**src/rtl/vthernet_pkg.sv**
```systemverilog
// Shared Vthernet MAC definitions: TX state encoding, framing constants,
// GMII output bundle and the bit-serial reflected CRC-32 byte step.
package vthernet_pkg;

  typedef enum logic [2:0] {
    ST_IDLE, ST_PRE, ST_SFD, ST_DATA, ST_PAD, ST_FCS, ST_IFG
  } tx_state_t;

  localparam logic [7:0]  PREAMBLE_BYTE = 8'h55;
  localparam logic [7:0]  SFD_BYTE      = 8'hD5;
  localparam logic [10:0] MIN_FRAME     = 11'd60;
  localparam logic [10:0] FCS_LEN       = 11'd4;
  localparam logic [10:0] PRE_LEN       = 11'd7;
  localparam logic [10:0] MAX_LEN       = 11'd1024;
  localparam logic [31:0] CRC_POLY      = 32'hEDB88320;
  localparam logic [31:0] CRC_INIT      = 32'hFFFFFFFF;

  typedef struct packed {
    logic [7:0] txd;
    logic       en;
  } gmii_tx_t;

  // One byte of LSB-first CRC-32, data bit 0 enters first.
  function automatic logic [31:0] crc32_byte(input logic [31:0] c, input logic [7:0] d);
    logic [31:0] r;
    r = c;
    for (int i = 0; i < 8; i++)
      r = (r[0] ^ d[i]) ? ((r >> 1) ^ CRC_POLY) : (r >> 1);
    return r;
  endfunction

endpackage

```
**src/rtl/crc32_d8.sv**
```systemverilog
// Byte-wide CRC-32 accumulator (IEEE 802.3). Shared by the TX FCS generator
// and the RX FCS checker. crc holds the raw register; callers complement it.
module crc32_d8
  import vthernet_pkg::*;
(
  input  logic        clk,
  input  logic        rst,
  input  logic        clr,
  input  logic        en,
  input  logic [7:0]  data,
  output logic [31:0] crc
);

  // Clear wins over enable so a new frame can start on the same cycle.
  always_ff @(posedge clk or posedge rst) begin
    if (rst)      crc <= CRC_INIT;
    else if (clr) crc <= CRC_INIT;
    else if (en)  crc <= crc32_byte(crc, data);
  end

endmodule

```
**src/rtl/gmii_tx_engine.sv**
```systemverilog
// Vthernet MAC transmit engine: TX SRAM -> GMII (preamble, SFD, data, pad,
// FCS, IFG). Define GMII_TX_FCS_EN to generate pad and FCS in hardware;
// otherwise the frame is sent exactly as stored.
module gmii_tx_engine
  import vthernet_pkg::*;
#(
  parameter int ADDR_W     = 10,
  parameter int IFG_CYCLES = 12
) (
  input  logic              wb_clk_i,
  input  logic              wb_rst_i,
  input  logic              tx_start,
  input  logic [10:0]       tx_len,
  output logic              mem_csb,
  output logic [ADDR_W-1:0] mem_addr,
  input  logic [7:0]        mem_dout,
  output logic [7:0]        TXD,
  output logic              TX_EN,
  output logic              TX_ER,
  output logic              tx_busy,
  output logic              tx_done
);

  localparam logic [10:0] IFG_LAST = 11'(IFG_CYCLES - 1);

  tx_state_t         state, state_nxt;
  logic [10:0]       cnt, cnt_nxt, len_q, last_idx, rd_idx;
  logic              start_ok;
  gmii_tx_t          tx_q, tx_nxt;
  logic              busy_nxt, done_nxt, csb_nxt;
  logic [ADDR_W-1:0] addr_nxt;

  assign start_ok = tx_start && (tx_len != 11'd0) && (tx_len <= MAX_LEN);
  assign last_idx = len_q - 11'd1;
  // Reads run two bytes ahead of the byte on TXD (SRAM latency + TXD register).
  assign rd_idx   = cnt_nxt + 11'd2;
  assign TXD      = tx_q.txd;
  assign TX_EN    = tx_q.en;
  assign TX_ER    = 1'b0;

`ifdef GMII_TX_FCS_EN
  logic        crc_clr, crc_en;
  logic [31:0] crc, crc_inv;
  assign crc_inv = ~crc;

  crc32_d8 u_crc (
    .clk  (wb_clk_i),
    .rst  (wb_rst_i),
    .clr  (crc_clr),
    .en   (crc_en),
    .data (tx_nxt.txd),
    .crc  (crc)
  );
`endif

  // State register; every output is registered from its next-cycle value.
  always_ff @(posedge wb_clk_i or posedge wb_rst_i) begin
    if (wb_rst_i) begin
      state    <= ST_IDLE;
      cnt      <= '0;
      len_q    <= '0;
      tx_q     <= '0;
      tx_busy  <= 1'b0;
      tx_done  <= 1'b0;
      mem_csb  <= 1'b1;
      mem_addr <= '0;
    end else begin
      state    <= state_nxt;
      cnt      <= cnt_nxt;
      if (state == ST_IDLE && start_ok) len_q <= tx_len;
      tx_q     <= tx_nxt;
      tx_busy  <= busy_nxt;
      tx_done  <= done_nxt;
      mem_csb  <= csb_nxt;
      mem_addr <= addr_nxt;
    end
  end

  // Next state: cnt is the byte index within the current state, except that
  // PAD keeps counting from DATA so it measures bytes since the SFD.
  always_comb begin
    state_nxt = state;
    cnt_nxt   = cnt + 11'd1;
    case (state)
      ST_IDLE: begin
        cnt_nxt = '0;
        if (start_ok) state_nxt = ST_PRE;
      end
      ST_PRE:  if (cnt == PRE_LEN - 11'd1) begin state_nxt = ST_SFD; cnt_nxt = '0; end
      ST_SFD:  begin state_nxt = ST_DATA; cnt_nxt = '0; end
      ST_DATA: if (cnt == last_idx) begin
`ifdef GMII_TX_FCS_EN
        if (len_q < MIN_FRAME) state_nxt = ST_PAD;
        else begin state_nxt = ST_FCS; cnt_nxt = '0; end
`else
        state_nxt = ST_IFG; cnt_nxt = '0;
`endif
      end
`ifdef GMII_TX_FCS_EN
      ST_PAD:  if (cnt == MIN_FRAME - 11'd1) begin state_nxt = ST_FCS; cnt_nxt = '0; end
      ST_FCS:  if (cnt == FCS_LEN - 11'd1) begin state_nxt = ST_IFG; cnt_nxt = '0; end
`endif
      ST_IFG:  if (cnt == IFG_LAST) begin state_nxt = ST_IDLE; cnt_nxt = '0; end
      default: begin state_nxt = ST_IDLE; cnt_nxt = '0; end
    endcase
  end

  // Outputs for the coming cycle, decoded from the next state and count.
  always_comb begin
    tx_nxt   = '0;
    csb_nxt  = 1'b1;
    addr_nxt = mem_addr;
    busy_nxt = (state_nxt != ST_IDLE);
    done_nxt = (state_nxt == ST_IFG) && (cnt_nxt == IFG_LAST);
`ifdef GMII_TX_FCS_EN
    crc_clr  = 1'b0;
    crc_en   = 1'b0;
`endif
    case (state_nxt)
      ST_PRE: begin
        tx_nxt = '{txd: PREAMBLE_BYTE, en: 1'b1};
`ifdef GMII_TX_FCS_EN
        crc_clr = 1'b1;
`endif
        if (cnt_nxt == PRE_LEN - 11'd1) begin csb_nxt = 1'b0; addr_nxt = '0; end
      end
      ST_SFD: begin
        tx_nxt = '{txd: SFD_BYTE, en: 1'b1};
        if (len_q > 11'd1) begin csb_nxt = 1'b0; addr_nxt = ADDR_W'(1); end
      end
      ST_DATA: begin
        tx_nxt = '{txd: mem_dout, en: 1'b1};
`ifdef GMII_TX_FCS_EN
        crc_en = 1'b1;
`endif
        if (rd_idx <= last_idx) begin csb_nxt = 1'b0; addr_nxt = rd_idx[ADDR_W-1:0]; end
      end
`ifdef GMII_TX_FCS_EN
      ST_PAD: begin
        tx_nxt = '{txd: 8'h00, en: 1'b1};
        crc_en = 1'b1;
      end
      ST_FCS: tx_nxt = '{txd: crc_inv[{cnt_nxt[1:0], 3'b000} +: 8], en: 1'b1};
`endif
      default: ;
    endcase
  end

endmodule

```
**config.mk**
```make
export PLATFORM = sky130hd
export DESIGN_NAME = gmii_tx_engine
export DESIGN_NICKNAME = d
export VERILOG_FILES = /design/src/rtl/vthernet_pkg.sv /design/src/rtl/crc32_d8.sv /design/src/rtl/gmii_tx_engine.sv
export SDC_FILE = /design/constraint.sdc
export NUM_CORES = 1
export LEC_CHECK = 0
export BUFFER_PORTS_ARGS = -buffer_cell sky130_fd_sc_hd__buf_2
export CAP_MARGIN = 5
export CORE_ASPECT_RATIO = 0.8
export CORE_MARGIN = 2
export CORE_UTILIZATION = 52
export CTS_CLUSTER_DIAMETER = 150
export DETAILED_ROUTE_END_ITERATION = 8
export HOLD_SLACK_MARGIN = 0.1
export PLACE_DENSITY = 0.87
export SLEW_MARGIN = 20
export SYNTH_ARGS = -nofsm -noshare
export SYNTH_HDL_FRONTEND = slang
export SYNTH_SLANG_ARGS = --single-unit
```
**constraint.sdc**
```tcl
create_clock -name wb_clk_i -period 5.15 [get_ports wb_clk_i]
set_input_delay 0.2575 -clock wb_clk_i [delete_from_list [all_inputs] [get_ports wb_clk_i]]
set_output_delay 0.2575 -clock wb_clk_i [all_outputs]
set_load 0.05 [all_outputs]
```
# Word-level counts from Yosys, hierarchy flattened
# Cells that the tools add are included.
# op_classes
n_addsub	3
n_lt_le_gt_ge	3
eq_ne	16
mux	18
n_reduce_logical	9
# ops
cell	n
11-bit 2-to-1 mux	3
11-bit case mux with 3 select lines	1
10-bit 2-to-1 mux	3
10-bit case mux with 3 select lines	1
9-bit case mux with 3 select lines	1
11-bit by 3-bit == test with 1-bit output, second input constant	2
11-bit by 4-bit == test with 1-bit output, second input constant	2
3-bit case mux with 5 select lines	1
3-bit by 2-bit == test with 1-bit output, second input constant	4
3-bit 2-to-1 mux	4
11-bit by 1-bit adder with 11-bit output, second input constant	1
11-bit by 2-bit adder with 11-bit output, second input constant	1
11-bit == test	1
11-bit by 1-bit greater-than comparator with 1-bit output, second input constant	1
11-bit less-or-equal comparator	1
11-bit less-or-equal comparator, second input constant	1
11-bit nonzero test	1
11-bit by 1-bit subtractor with 11-bit output, second input constant	1
3-bit by 1-bit == test with 1-bit output, second input constant	2
3-bit == test, second input constant	2
2-bit inequality test, second input constant	3
3-bit nonzero test	2
1-bit logical AND	4
4-bit AND reduction	1
other kinds (3)	5
# word_totals
reg_bits	47
input_bits	22
output_inout_bits	23
wordCells	58

# Longest topological paths before layout
# Gate-level depths: netlist of the first run.
# depth
ltp_word	8
mapped_depth	25
mapped_depth_nobuf	23

# Least setup slack after synthesis of the first run
# No wires, ideal clock.
# synth_timing
kind	reg2reg
start	register len_q[0]
end	register mem_addr[0]
setup_time_ns	0.125
arrival_ns	4.761
t_required_ns	5.025
slack_ns	0.264
stages_incl_launch_ff	25
n_path_buf	3
period_less_slack_ns	4.886
cell_sequence	dfrtp_1 inv_1 ha_1 xnor2_1 a311oi_1 o2111ai_1 or4_4 nor4_4 a21o_4 buf_6 buf_2 nor2_1 ha_1 nand2_1 xnor2_1 nor2_1 ha_1 a21o_1 a2111oi_0 nand2_1 a31oi_1 a311o_1 nand3_2 buf_6 mux2_2
# synth_via
elab_chain_cells	8
elab_cells_between_ends	20
classes_between	2 x add/sub; 2 x order compare; 8 x eq/ne; 6 x mux; 2 x reduce/logical
# synth_rtl
element	line_no	rtl
start: declaration	gmii_tx_engine.sv:27	logic [10:0] cnt, cnt_nxt, len_q, last_idx, rd_idx;
start signal: assignment	gmii_tx_engine.sv:70	if (state == ST_IDLE && start_ok) len_q <= tx_len;
11-bit by 1-bit subtractor with 11-bit output *	gmii_tx_engine.sv:34	assign last_idx = len_q - 11'd1;
11-bit == test *	gmii_tx_engine.sv:91	ST_DATA: if (cnt == last_idx) begin
11-bit 2-to-1 mux *	gmii_tx_engine.sv:91	
11-bit case mux with 3 select lines *	gmii_tx_engine.sv:84	case (state)
named net cnt_nxt[2]	gmii_tx_engine.sv:27	
11-bit by 2-bit adder with 11-bit output	gmii_tx_engine.sv:36	assign rd_idx = cnt_nxt + 11'd2;
11-bit less-or-equal comparator	gmii_tx_engine.sv:136	if (rd_idx <= last_idx) begin csb_nxt = 1'b0; addr_nxt = rd_idx[ADDR_W-1:0]; end
2-bit inequality test (no source line)	n/a	
4-bit AND reduction (no source line) *	n/a	
end signal: assignment	gmii_tx_engine.sv:75	mem_addr <= addr_nxt;
end: declaration	gmii_tx_engine.sv:15	output logic [ADDR_W-1:0] mem_addr,
# The timed path passes the listed nets; every way through them passes the cells marked *. The select of a mux whose other input is x is not followed.
# A chain may end at the register's enable or synchronous reset.

# Worst setup path after layout of the first run
# layout_timing
start	register len_q[0]
end	register mem_addr[6]
# layout_via
elab_chain_cells	8
elab_cells_between_ends	20
classes_between	2 x add/sub; 2 x order compare; 8 x eq/ne; 6 x mux; 2 x reduce/logical
# layout_rtl
element	line_no
11-bit by 1-bit subtractor with 11-bit output *	gmii_tx_engine.sv:34
11-bit == test *	gmii_tx_engine.sv:91
11-bit 2-to-1 mux *	gmii_tx_engine.sv:91
11-bit case mux with 3 select lines *	gmii_tx_engine.sv:84
named net cnt_nxt[1]	gmii_tx_engine.sv:27
11-bit by 2-bit adder with 11-bit output	gmii_tx_engine.sv:36
11-bit less-or-equal comparator	gmii_tx_engine.sv:136
2-bit inequality test (no source line)	n/a
4-bit AND reduction (no source line)	n/a
# Marked as above.

==> results.md, run 1 <==
* Outcome: complete, no violations
* Fin. Hold Viols at 0
* Clock sinks at 47
* Fmax achieved at 0.2002 GHz
* P_leak at 0.001780 uW
* CP Max Fanout at 6
* Clk slew on worst S/H paths at 100 ps
* Filler cells at 416
* CTS tree: built
* Post-synthesis sequential area ratio at 37.16%
* GP Congestion at 0.8841
* Vias per inst at 5.785
* Synth unique cells at 61
* Drt first pass iters at 4
* CTS Buffer Depth at 2
* GRT Overall Usage at 23.61%
* Worst skew pair latency at 310 ps
* Area share of the largest cell type after synthesis at 36.33%
* Commonest non-fill, non-tap cell in the layout: dfrtp_1
* Setup crit start: len_q[0]
* Critical Path End Type: register
* Worst EP arrival at 5200 ps
* DR WL/cell at 17.18 um
* Required time of the worst setup path at 5350 ps
* # IOs at 45
* Starting Density at 53.59%
* Total Nets Final at 408
* Die Width at 91.27 um
* Final Cycle Share at 97.01%
* Avg Cell Area, Syn at 9.778 um^2
* Die area at 0.006737 mm^2
* Largest net degree at the start of global routing at 48
* Max cap viols at 0
* Largest area contributor in the netlist: dfrtp_1
* # setup viols final at 0
* Cell row count at 25
* Syn_nets at 362
* PwrDens at 714.8 mW/mm^2
* Mapped cell area at 0.003168 mm^2
* Initial antenna violation count at 0
* Yosys Warn Count at 0
* Final min period at 4996 ps
* Gr ovfl total at 0
* Final non-filler cell area at 0.003785 mm^2
* VDD IR max at 0.2619 mV
* Initial drt markers at 168
* Hpwl dp at 5.421 mm
* Antenna cells at 0
* Hold Path Class: in -> async
* Syn Inst Count at 324
* Final Hold Slack at 70.24 ps
* RSZ-0062 raised after global routing: yes
* Syn-to-layout area delta at 19.47%
* Most frequent cells in the layout: 46 x dfrtp_1, 43 x buf_2, 36 x nor2_1
* Slew @ Worst Pin at 951.5 ps
* Inserted Clock Buffers at 5
* Drt total wl at 7.766 mm
* EDFF count, synth at 0
* Startpoint Class: register
* Main synth FF type: dfrtp_1
* Number of global-route vias before repair at 2506
* Root Driver: clkbuf_8
* Launch point of the worst reg-to-reg path: len_q[0]
* Slew Limit Fails at 0
* First-pass GRT wire length at 12.40 mm
* H-tree depth at 2
* Synth Register Bits at 47
* Number of remaining DRC errors at 0
* Antenna-violating nets left at 0
* Area contributors post-synth: dfrtp_1 36%, xnor2_1 6.6%, ha_1 6.3%
* Chip Height at 73.82 um
* Critical path class: reg -> reg
* Placed instance area at 0.003411 mm^2
* Async set-reset flop share out of synthesis at 100.0%
* Port Buffer Count at 43
* Hold Buf Count CTS at 0
* Core ar. at 0.005912 mm^2
* Worst slew margin at 36.22%
* Via count at 2615
* Fin Clk Skew at 8.689 ps
* Share of layout cells above drive strength 1 at 31.00%
==> path summary, 6_finish.rpt <==
path                               endpoint  slack [ps]  cells past startpoint
worst max-delay path            mem_addr[6]         150                     21
worst min-delay path                tx_busy          70                      2
worst max register to register  mem_addr[6]         150                     21
worst min register to register  mem_addr[3]         510                      1
max in group asynchronous          len_q[7]        4590                      2
min in group wb_clk_i                TXD[7]         150                      2
==> repair_timing <==
action | 4_1_cts | 5_1_grt
resized for setup | 3 | 24
setup buffers | 2 | 8
pin swaps | 0 | 17
cloned | 0 | 1
hold endpoints to repair | 0 | 0
setup endpoints to repair | 10 | 11
==> worst max-delay path, cell delays in order (launching register included) <==
cell       delay, ps
dfrtp_1          410
buf_6            120
or4_4            570
nor2_4           150
o2111ai_2        100
or4_4            570
nor4_4           260
a21o_4           180
nand2b_4         140
inv_4             40
ha_4             170
nand2_4           60
xnor2_2          120
nor2_1            70
ha_1             320
a21o_1           210
a2111oi_4        320
nand2_1          110
a31oi_1          200
a311o_1          240
nand3_4          160
mux2_4           330
==> metal layers <==
layer | GRT usage (%) | share of wire (%) | vias to the layer above
met3 | 6.051 | 7.1 | 18
li1 | - | - | 1236
met4 | 7.071 | 2.3 | 0
met5 | 0 | 0 | -
met1 | 30.97 | 42 | 1272
met2 | 39.01 | 49 | 89
==> state kept, by name (all words and copies together) (netlist names) <==
name      flops
TXD           8
TX_EN         1
cnt          11
len_q        11
mem_addr     10
mem_csb       1
state         3
tx_busy       1
tx_done       1
==> logic make-up (layout without fill, tap and decap cells) <==
logic type / count (synthesis) / in the layout / share of synthesized area [%]
adder cells (fa/ha/maj): 16 / 16 / 6.319
AND/OR/NAND/NOR: 136 / 137 / 24.41
AO/OA/AOI/OAI: 40 / 40 / 9.716
buffers and inverters: 29 / 75 / 4.463
multiplexers: 17 / 17 / 6.003
flip-flops: 47 / 47 / 37.16
XOR/XNOR: 38 / 38 / 11.81
other: 1 / 1 / 0.1184
==> Yosys cell counts, types with 2 or more instances <==
cell type / instances
nor2_1: 36
o21ai_0: 4
nand2b_1: 5
xor2_1: 11
buf_2: 5
o21a_1: 2
nor4_1: 6
xnor2_1: 24
and2_1: 4
nand3b_1: 3
and3_1: 7
a21oi_1: 6
buf_6: 3
o2111ai_1: 2
or3_1: 4
a2111oi_0: 2
nor3b_1: 7
inv_1: 10
mux2_2: 16
nand3_2: 2
nand4_1: 5
or2_2: 2
or4_4: 2
nand3_1: 9
nor3_1: 12
clkbuf_1: 10
dfrtp_1: 46
nand2_1: 14
xnor3_1: 3
a21o_1: 8
ha_1: 16
a31oi_1: 2
nor2b_1: 8
==> stage by stage <==
step                      total power [uW]  util (%)  setup TNS, ps  setup WS (ps)  instances
final                                 2705     64.02              0          154.1        452
after global routing                  2903     64.02         -546.6         -87.95        452
after CTS                             2465     60.49              0          61.15        443
after detailed placement              2102     57.69          -1938         -228.1        433
after global placement                2072     57.69              0          18.57        433
after floorplan                       1826         -              0          263.9        324
==> area by class of cell <==
class	count	area [um^2]	area share, %
Timing Repair Buffer	57	324.1	8.562
Multi-Input combinational cell	249	2004	52.96
Clock buffer	5	68.82	1.818
Sequential cell	47	1177	31.11
Inverter	10	41.29	1.091
Tap cell	81	101.3	2.678
Clock inverter	3	67.56	1.785
==> report_power, final <==
part / switching, uW / internal, uW
Combinational: 1010 / 740
Sequential: 135 / 490
Clock: 135 / 194
Total: 1280 / 1420
(Power assumes the default switching activity.)
==> run 2: changes to the inputs <==
--- a/config.mk
+++ b/config.mk
@@ -8,7 +8,7 @@
 export BUFFER_PORTS_ARGS = -buffer_cell sky130_fd_sc_hd__buf_2
 export CAP_MARGIN = 5
 export CORE_ASPECT_RATIO = 0.8
-export CORE_MARGIN = 2
+export CORE_MARGIN = 5
 export CORE_UTILIZATION = 52
 export CTS_CLUSTER_DIAMETER = 150
 export DETAILED_ROUTE_END_ITERATION = 8
==> run 2 against run 1 <==
Net effect: final area decreased by 0.17%; critical path type unchanged; power increased by 1.8%; sequential cell count unchanged; first-iteration DRC count increased by 15%; global-route usage decreased by 2.1 points; combinational power increased by 5%; clock-buffer cell count unchanged; non-clock buffer count unchanged; clock power decreased by 13%; highest routed layer unchanged; critical endpoint is now mem_addr[9]; sequential power increased by 1%; largest cell class unchanged; via count increased by 3.2%.
==> results.md, run 2 (synthesized netlist as in run 1, its figures left out) <==
* Outcome: complete, no violations
* Top flop regs: cnt: 11 flops, len_q: 11 flops, mem_addr: 10 flops
* Setup crit start: len_q[0]
* Worst setup margin at 134.6 ps (-19.54 ps)
* Fmax achieved at 0.1994 GHz (-0.39%)
* GRT Overall Usage at 21.50% (-2.1 points)
* DP Worst Slack at -224.5 ps (+3.529 ps)
* Initial antenna violation count at 0 (unchanged)
* Cell row count at 25 (unchanged)
* Placed instance area at 0.003403 mm^2 (-0.22%)
* Final min period at 5015 ps (+19.54 ps)
* Most frequent cells in the layout: 45 x dfrtp_1, 43 x buf_2, 36 x nor2_1
* Vias per inst at 5.969 (+3.2%)
* Slowest-stage cell, CP: or4_4
* Port Buffer Count at 43 (unchanged)
* Starting Density at 53.59% (unchanged)
* Required time of the worst setup path at 5350 ps (about the same)
* Launch point of the worst reg-to-reg path: len_q[0]
* Clk slew on worst S/H paths at 100 ps (about the same)
* Clock sinks at 47 (unchanged)
* CP Max Fanout at 7 (+1)
* Drt first pass iters at 5 (+1)
* Fin Clk Skew at 11.02 ps (+2.327 ps)
* Core ar. at 0.005912 mm^2 (unchanged)
* # setup viols final at 0 (unchanged)
* Worst EP arrival at 5220 ps (+20 ps)
* Cell mode on critical path: or4_4
* # IOs at 45 (unchanged)
* Critical Path Max Stage Delay at 570 ps (about the same)
* Largest net degree at the start of global routing at 48 (unchanged)
* Chip Height at 79.82 um (+8.1%)
* First-pass GRT wire length at 13.26 mm (+7.0%)
* Hold Buf Count CTS at 0 (unchanged)
* CTS Buffer Depth at 2 (unchanged)
* Total Power at 2754 uW (+1.8%)
* Worst slew margin at 38.45% (+2.2 points)
* P_leak at 0.001777 uW (-0.17%)
* Final Cycle Share at 97.39% (+0.38 points)
* Slew @ Worst Pin at 918.2 ps (-33.23 ps)
* Number of global-route vias before repair at 2654 (+5.9%)
* Hpwl dp at 5.947 mm (+9.7%)
* Gr ovfl total at 0 (unchanged)
* CTS tree: built
* Drt total wl at 8.257 mm (+6.3%)
* PwrDens at 728.8 mW/mm^2 (+2.0%)
* FF-to-FF setup slack at 130 ps (-20 ps)
* Die area at 0.007763 mm^2 (+15%)
* Path depth of the worst reg2reg path at 19 (-9.5%)
* Syn-to-layout area delta at 19.27%
* Final Hold Slack at 67.88 ps (-2.360 ps)
* CP cell instances: buf_4, or4_4, nor2_4, o2111ai_2, or4_4, nor4_4, a21o_4, nand2b_4, inv_4, ha_4, xor2_1, ha_1, a2111oi_1, a211o_1, nand2_1, a31oi_1, a311o_1, nand3_4, mux2_4
* Reg-to-reg endpoint: mem_addr[9]
* H-tree depth at 2 (unchanged)
* Placed insts at 432 (-0.23%)
* Die Width at 97.27 um (+6.6%)
* Total Nets Final at 408 (unchanged)
* Critical path class: reg -> reg
* Slew Limit Fails at 0 (unchanged)
* DR WL/cell at 18.27 um (+6.3%)
* Commonest non-fill, non-tap cell in the layout: dfrtp_1
* GP Congestion at 0.9093 (+2.9%)
* Number of remaining DRC errors at 0 (unchanged)
* RSZ-0062 raised after global routing: yes
* Share of layout cells above drive strength 1 at 31.81% (+0.81 points)
* Max cap viols at 0 (unchanged)
* Hold Path Class: in -> async
* Antenna cells at 0 (unchanged)
* Fin cells at 452 (unchanged)
* Via count at 2698 (+3.2%)
* Fin. Hold Viols at 0 (unchanged)
* Startpoint Class: register
* Antenna-violating nets left at 0 (unchanged)
* Root Driver: clkbuf_8
* Worst skew pair latency at 320 ps (about the same)
* Initial drt markers at 193 (+15%)
* Critical Path End Type: register
* VDD IR max at 0.3135 mV (+20%)
* Final non-filler cell area at 0.003779 mm^2 (-0.17%)
* Inserted Clock Buffers at 5 (unchanged)
-- run 2: per-stage QoR --
| stage | util, % | TNS, ps |
|---|---|---|
| after CTS | 60.59 | 0 |
| after global routing | 63.92 | -293.3 |
| after global placement | 57.57 | 0 |
| after detailed placement | 57.57 | -1961 |
| final | 63.92 | 0 |
| after floorplan | - | 0 |
-- run 2: worst max path at each step --
stage / end / depth (start not counted)
3_3_place_gp: mem_addr[5] / 22
6_report: mem_addr[9] / 19
2_1_floorplan: mem_addr[0] / 24
4_1_cts: mem_addr[5] / 22
3_5_place_dp: mem_addr[5] / 22
5_1_grt: mem_addr[5] / 22
-- run 2: worst max-delay path, delay by kind of cell (launching register included) --
kind / cells / cell delay [ps]
AO/OA/AOI/OAI: 6 / 1370
XOR/XNOR: 1 / 250
adder cells (fa/ha/maj): 2 / 490
buffers and inverters: 2 / 180
flip-flops: 1 / 420
multiplexers: 1 / 340
AND/OR/NAND/NOR: 7 / 1820
-- run 2: metal layers --
metal | share of wire, % | global-route usage (%) | vias to the layer above
met5 | 0 | 0 | -
met4 | 4.1 | 9.959 | 0
met3 | 7.3 | 4.978 | 34
met2 | 48 | 36.50 | 130
met1 | 41 | 26.19 | 1306
li1 | - | - | 1228
-- run 2: repair_timing --
item,4_1_cts,5_1_grt
cloned,1,0
endpoints found under the setup margin,10,11
gates resized for setup,7,26
buffers inserted,3,8
endpoints found under the hold margin,0,0
pin swaps,1,15
-- run 2: final cells by class --
type | instances | area [um^2]
well taps | 81 | 101.3
repair buffers | 57 | 320.3
clock buffers | 5 | 68.82
inverters | 10 | 41.29
fillers | 446 | 2133
multi-input cells | 249 | 2021
clock inverters | 3 | 47.55
flip-flops and latches | 47 | 1179
-- run 2: power breakdown --
group	leakage, uW	switching, uW	internal (uW)
registers	0.000592	142	491
logic	0.00113	1070	769
clock network	0.0000587	138	147
total	0.00178	1350	1410
==> run 3: changes to the inputs <==
--- a/config.mk
+++ b/config.mk
@@ -13,6 +13,7 @@
 export CTS_CLUSTER_DIAMETER = 150
 export DETAILED_ROUTE_END_ITERATION = 8
 export HOLD_SLACK_MARGIN = 0.1
+export MAX_ROUTING_LAYER = met4
 export PLACE_DENSITY = 0.87
 export SLEW_MARGIN = 20
 export SYNTH_ARGS = -nofsm -noshare
==> run 3 against run 2 <==
Net effect: sequential cell count stayed put; critical endpoint unchanged; via count shrank 0.78%; sequential power is 2% lower; worst hold slack lost 4.9 ps; cell count fell by 1.3%; core utilization fell by 2.2 points; power shrank 5.6%; clock-buffer cell count unchanged; wire length fell by 5.2%; non-clock buffer count shrank 6.
==> results.md, run 3 (synthesized netlist as in run 1, its figures left out) <==
* Initial antenna violation count at 0 (unchanged)
* Placed instance area at 0.003403 mm^2 (unchanged)
* Max cap viols at 0 (unchanged)
* Worst skew pair latency at 320 ps (about the same)
* Slew Limit Fails at 0 (unchanged)
* CTS tree: built
* Total Power at 2600 uW (-5.6%)
* VDD IR max at 0.2777 mV (-11%)
* Die Width at 97.27 um (unchanged)
* Clk slew on worst S/H paths at 100 ps (about the same)
* Clock Power Share at 11.0% (+0.6 points)
* Share of layout cells above drive strength 1 at 27.95% (-3.9 points)
* Cell row count at 25 (unchanged)
* CP Max Fanout at 7 (unchanged)
* Final Cycle Share at 97.95% (+0.57 points)
* Die area at 0.007763 mm^2 (unchanged)
* Critical path class: reg -> reg
* Inserted Clock Buffers at 5 (unchanged)
* Outcome: complete, no violations
* Int Pwr at 1327 uW (-5.7%)
* Switching Fraction at 48.97% (+0.052 points)
* Worst slew margin at 36.83% (-1.6 points)
* Largest net degree at the start of global routing at 48 (unchanged)
* H-tree depth at 2 (unchanged)
* Number of global-route vias before repair at 2660 (+0.23%)
* Port Buffer Count at 43 (unchanged)
* Fin. Hold Viols at 0 (unchanged)
* Core ar. at 0.005912 mm^2 (unchanged)
* # setup viols final at 0 (unchanged)
* Sequential power share at 24.0% (+1.0 points)
* Antenna cells at 0 (unchanged)
* Worst setup margin at 105.3 ps (-29.24 ps)
* GRT Overall Usage at 21.37% (-0.13 points)
* Chip Height at 79.82 um (unchanged)
* Gr ovfl total at 0 (unchanged)
* Fin Clk Skew at 15.23 ps (+4.210 ps)
* Slew @ Worst Pin at 942.4 ps (+24.16 ps)
* Logic pwr share at 65.0% (-1.7 points)
* Final Util at 61.71% (-2.2 points)
* Most frequent cells in the layout: 46 x dfrtp_1, 43 x buf_2, 36 x nor2_1
* GP Congestion at 0.9315 (+2.4%)
* Top flop regs: cnt: 11 flops, len_q: 11 flops, mem_addr: 10 flops
* First-pass GRT wire length at 12.97 mm (-2.2%)
* Vias per inst at 6.002 (+0.56%)
* PwrDens at 712.7 mW/mm^2 (-2.2%)
* Hpwl dp at 5.811 mm (-2.3%)
* Drt total wl at 7.827 mm (-5.2%)
* # IOs at 45 (unchanged)
* Syn-to-layout area delta at 15.17%
* Hold Path Class: in -> async
* Starting Density at 53.59% (unchanged)
* Total Nets Final at 402 (-1.5%)
* Via count at 2677 (-0.78%)
* Number of remaining DRC errors at 0 (unchanged)
* Root Driver: clkbuf_8
* Critical Path End Type: register
* Fin cells at 446 (-1.3%)
* DP Worst Slack at -149.7 ps (+74.80 ps)
* Filler cells at 446 (unchanged)
* Clock sinks at 47 (unchanged)
* Required time of the worst setup path at 5350 ps (about the same)
* Final non-filler cell area at 0.003649 mm^2 (-3.4%)
* Initial drt markers at 214 (+11%)
* Drt first pass iters at 5 (unchanged)
* Startpoint Class: register
* Final min period at 5045 ps (+29.24 ps)
* DR WL/cell at 17.55 um (-3.9%)
* Placed insts at 432 (unchanged)
* Commonest non-fill, non-tap cell in the layout: dfrtp_1
* Worst EP arrival at 5240 ps (+20 ps)
* Antenna-violating nets left at 0 (unchanged)
* P_leak at 0.001720 uW (-3.2%)
* Fmax achieved at 0.1982 GHz (-0.58%)
* P_sw at 1273 uW (-5.5%)
* CTS Buffer Depth at 2 (unchanged)
-- run 3: cell types whose count changed in the layout (fill, tap and decap cells not counted), moves of 2 or more --
cell       before  now
buf_4          14    8
a2111oi_2       0    2
inv_2           2    0
mux2_4          2    0
ha_4            2    0
mux2_2         14   16
inv_1           6    9
-- run 3: worst max-delay path: stages (launching register included) --
cell and delay (ps):
dfrtp_1 400, inv_1 90, ha_1 230, xnor2_1 360, xor2_1 230, o2111ai_1 160, or4_4 480, nor4_4 210
a21o_4 200, nand2b_1 150, inv_1 80, ha_2 210, nand2_1 100, xnor2_2 120, nor2_1 60, ha_1 300
a21o_1 170, a2111oi_2 350, nand2_1 120, a31oi_1 180, a311o_1 250, nand3_4 150, mux2_2 300
-- run 3: routing by layer --
layer  track usage, %  wire length (um)
met5                -                 0
met1            26.33              3317
met2            34.99              3819
met3            4.541               515
met4            8.160               174
-- run 3: power by group through the flow --
stage	sequential [uW]	combinational, uW	clock, uW
global route	641	1820	307
CTS	615	1540	290
floorplan	751	1080	0
global placement	619	1440	0
detailed placement	626	1500	0
finish	623	1690	287
-- run 3: per-stage QoR --
step | hold slack (ps) | setup TNS (ps)
after detailed placement | 464.5 | -1245
final | 62.97 | 0
after floorplan | 374.1 | 0
after global placement | 461.0 | 0
after CTS | 136.2 | 0
after global routing | 126.5 | -321.3
-- run 3: final timing paths --
check	start	cells after the start	to	slack (ps)
worst max-delay path	len_q[1]	22	mem_addr[9]	110
worst min-delay path	wb_rst_i	2	TXD[0]	60
worst max register to register	len_q[1]	22	mem_addr[9]	110
worst min register to register	mem_addr[6]	1	mem_addr[6]	510
max in group asynchronous	wb_rst_i	2	len_q[4]	4600
min in group wb_clk_i	mem_dout[7]	2	TXD[7]	130
-- run 3: timing repair --
item | in CTS | in global routing
gates resized for setup | 4 | 12
cloned | 0 | 1
pin swaps | 0 | 4
buffers inserted | 1 | 4
endpoints found under the setup margin | 10 | 10
hold buffers | 0 | 0
-- run 3: area by class of cell --
type | count | area [um^2] | area share, %
Tap cell | 81 | 101.3 | 2.778
Multi-Input combinational cell | 249 | 1939 | 53.15
Clock inverter | 3 | 47.55 | 1.303
Sequential cell | 47 | 1177 | 32.27
Inverter | 10 | 38.79 | 1.063
Timing Repair Buffer | 51 | 275.3 | 7.545
Clock buffer | 5 | 68.82 | 1.886
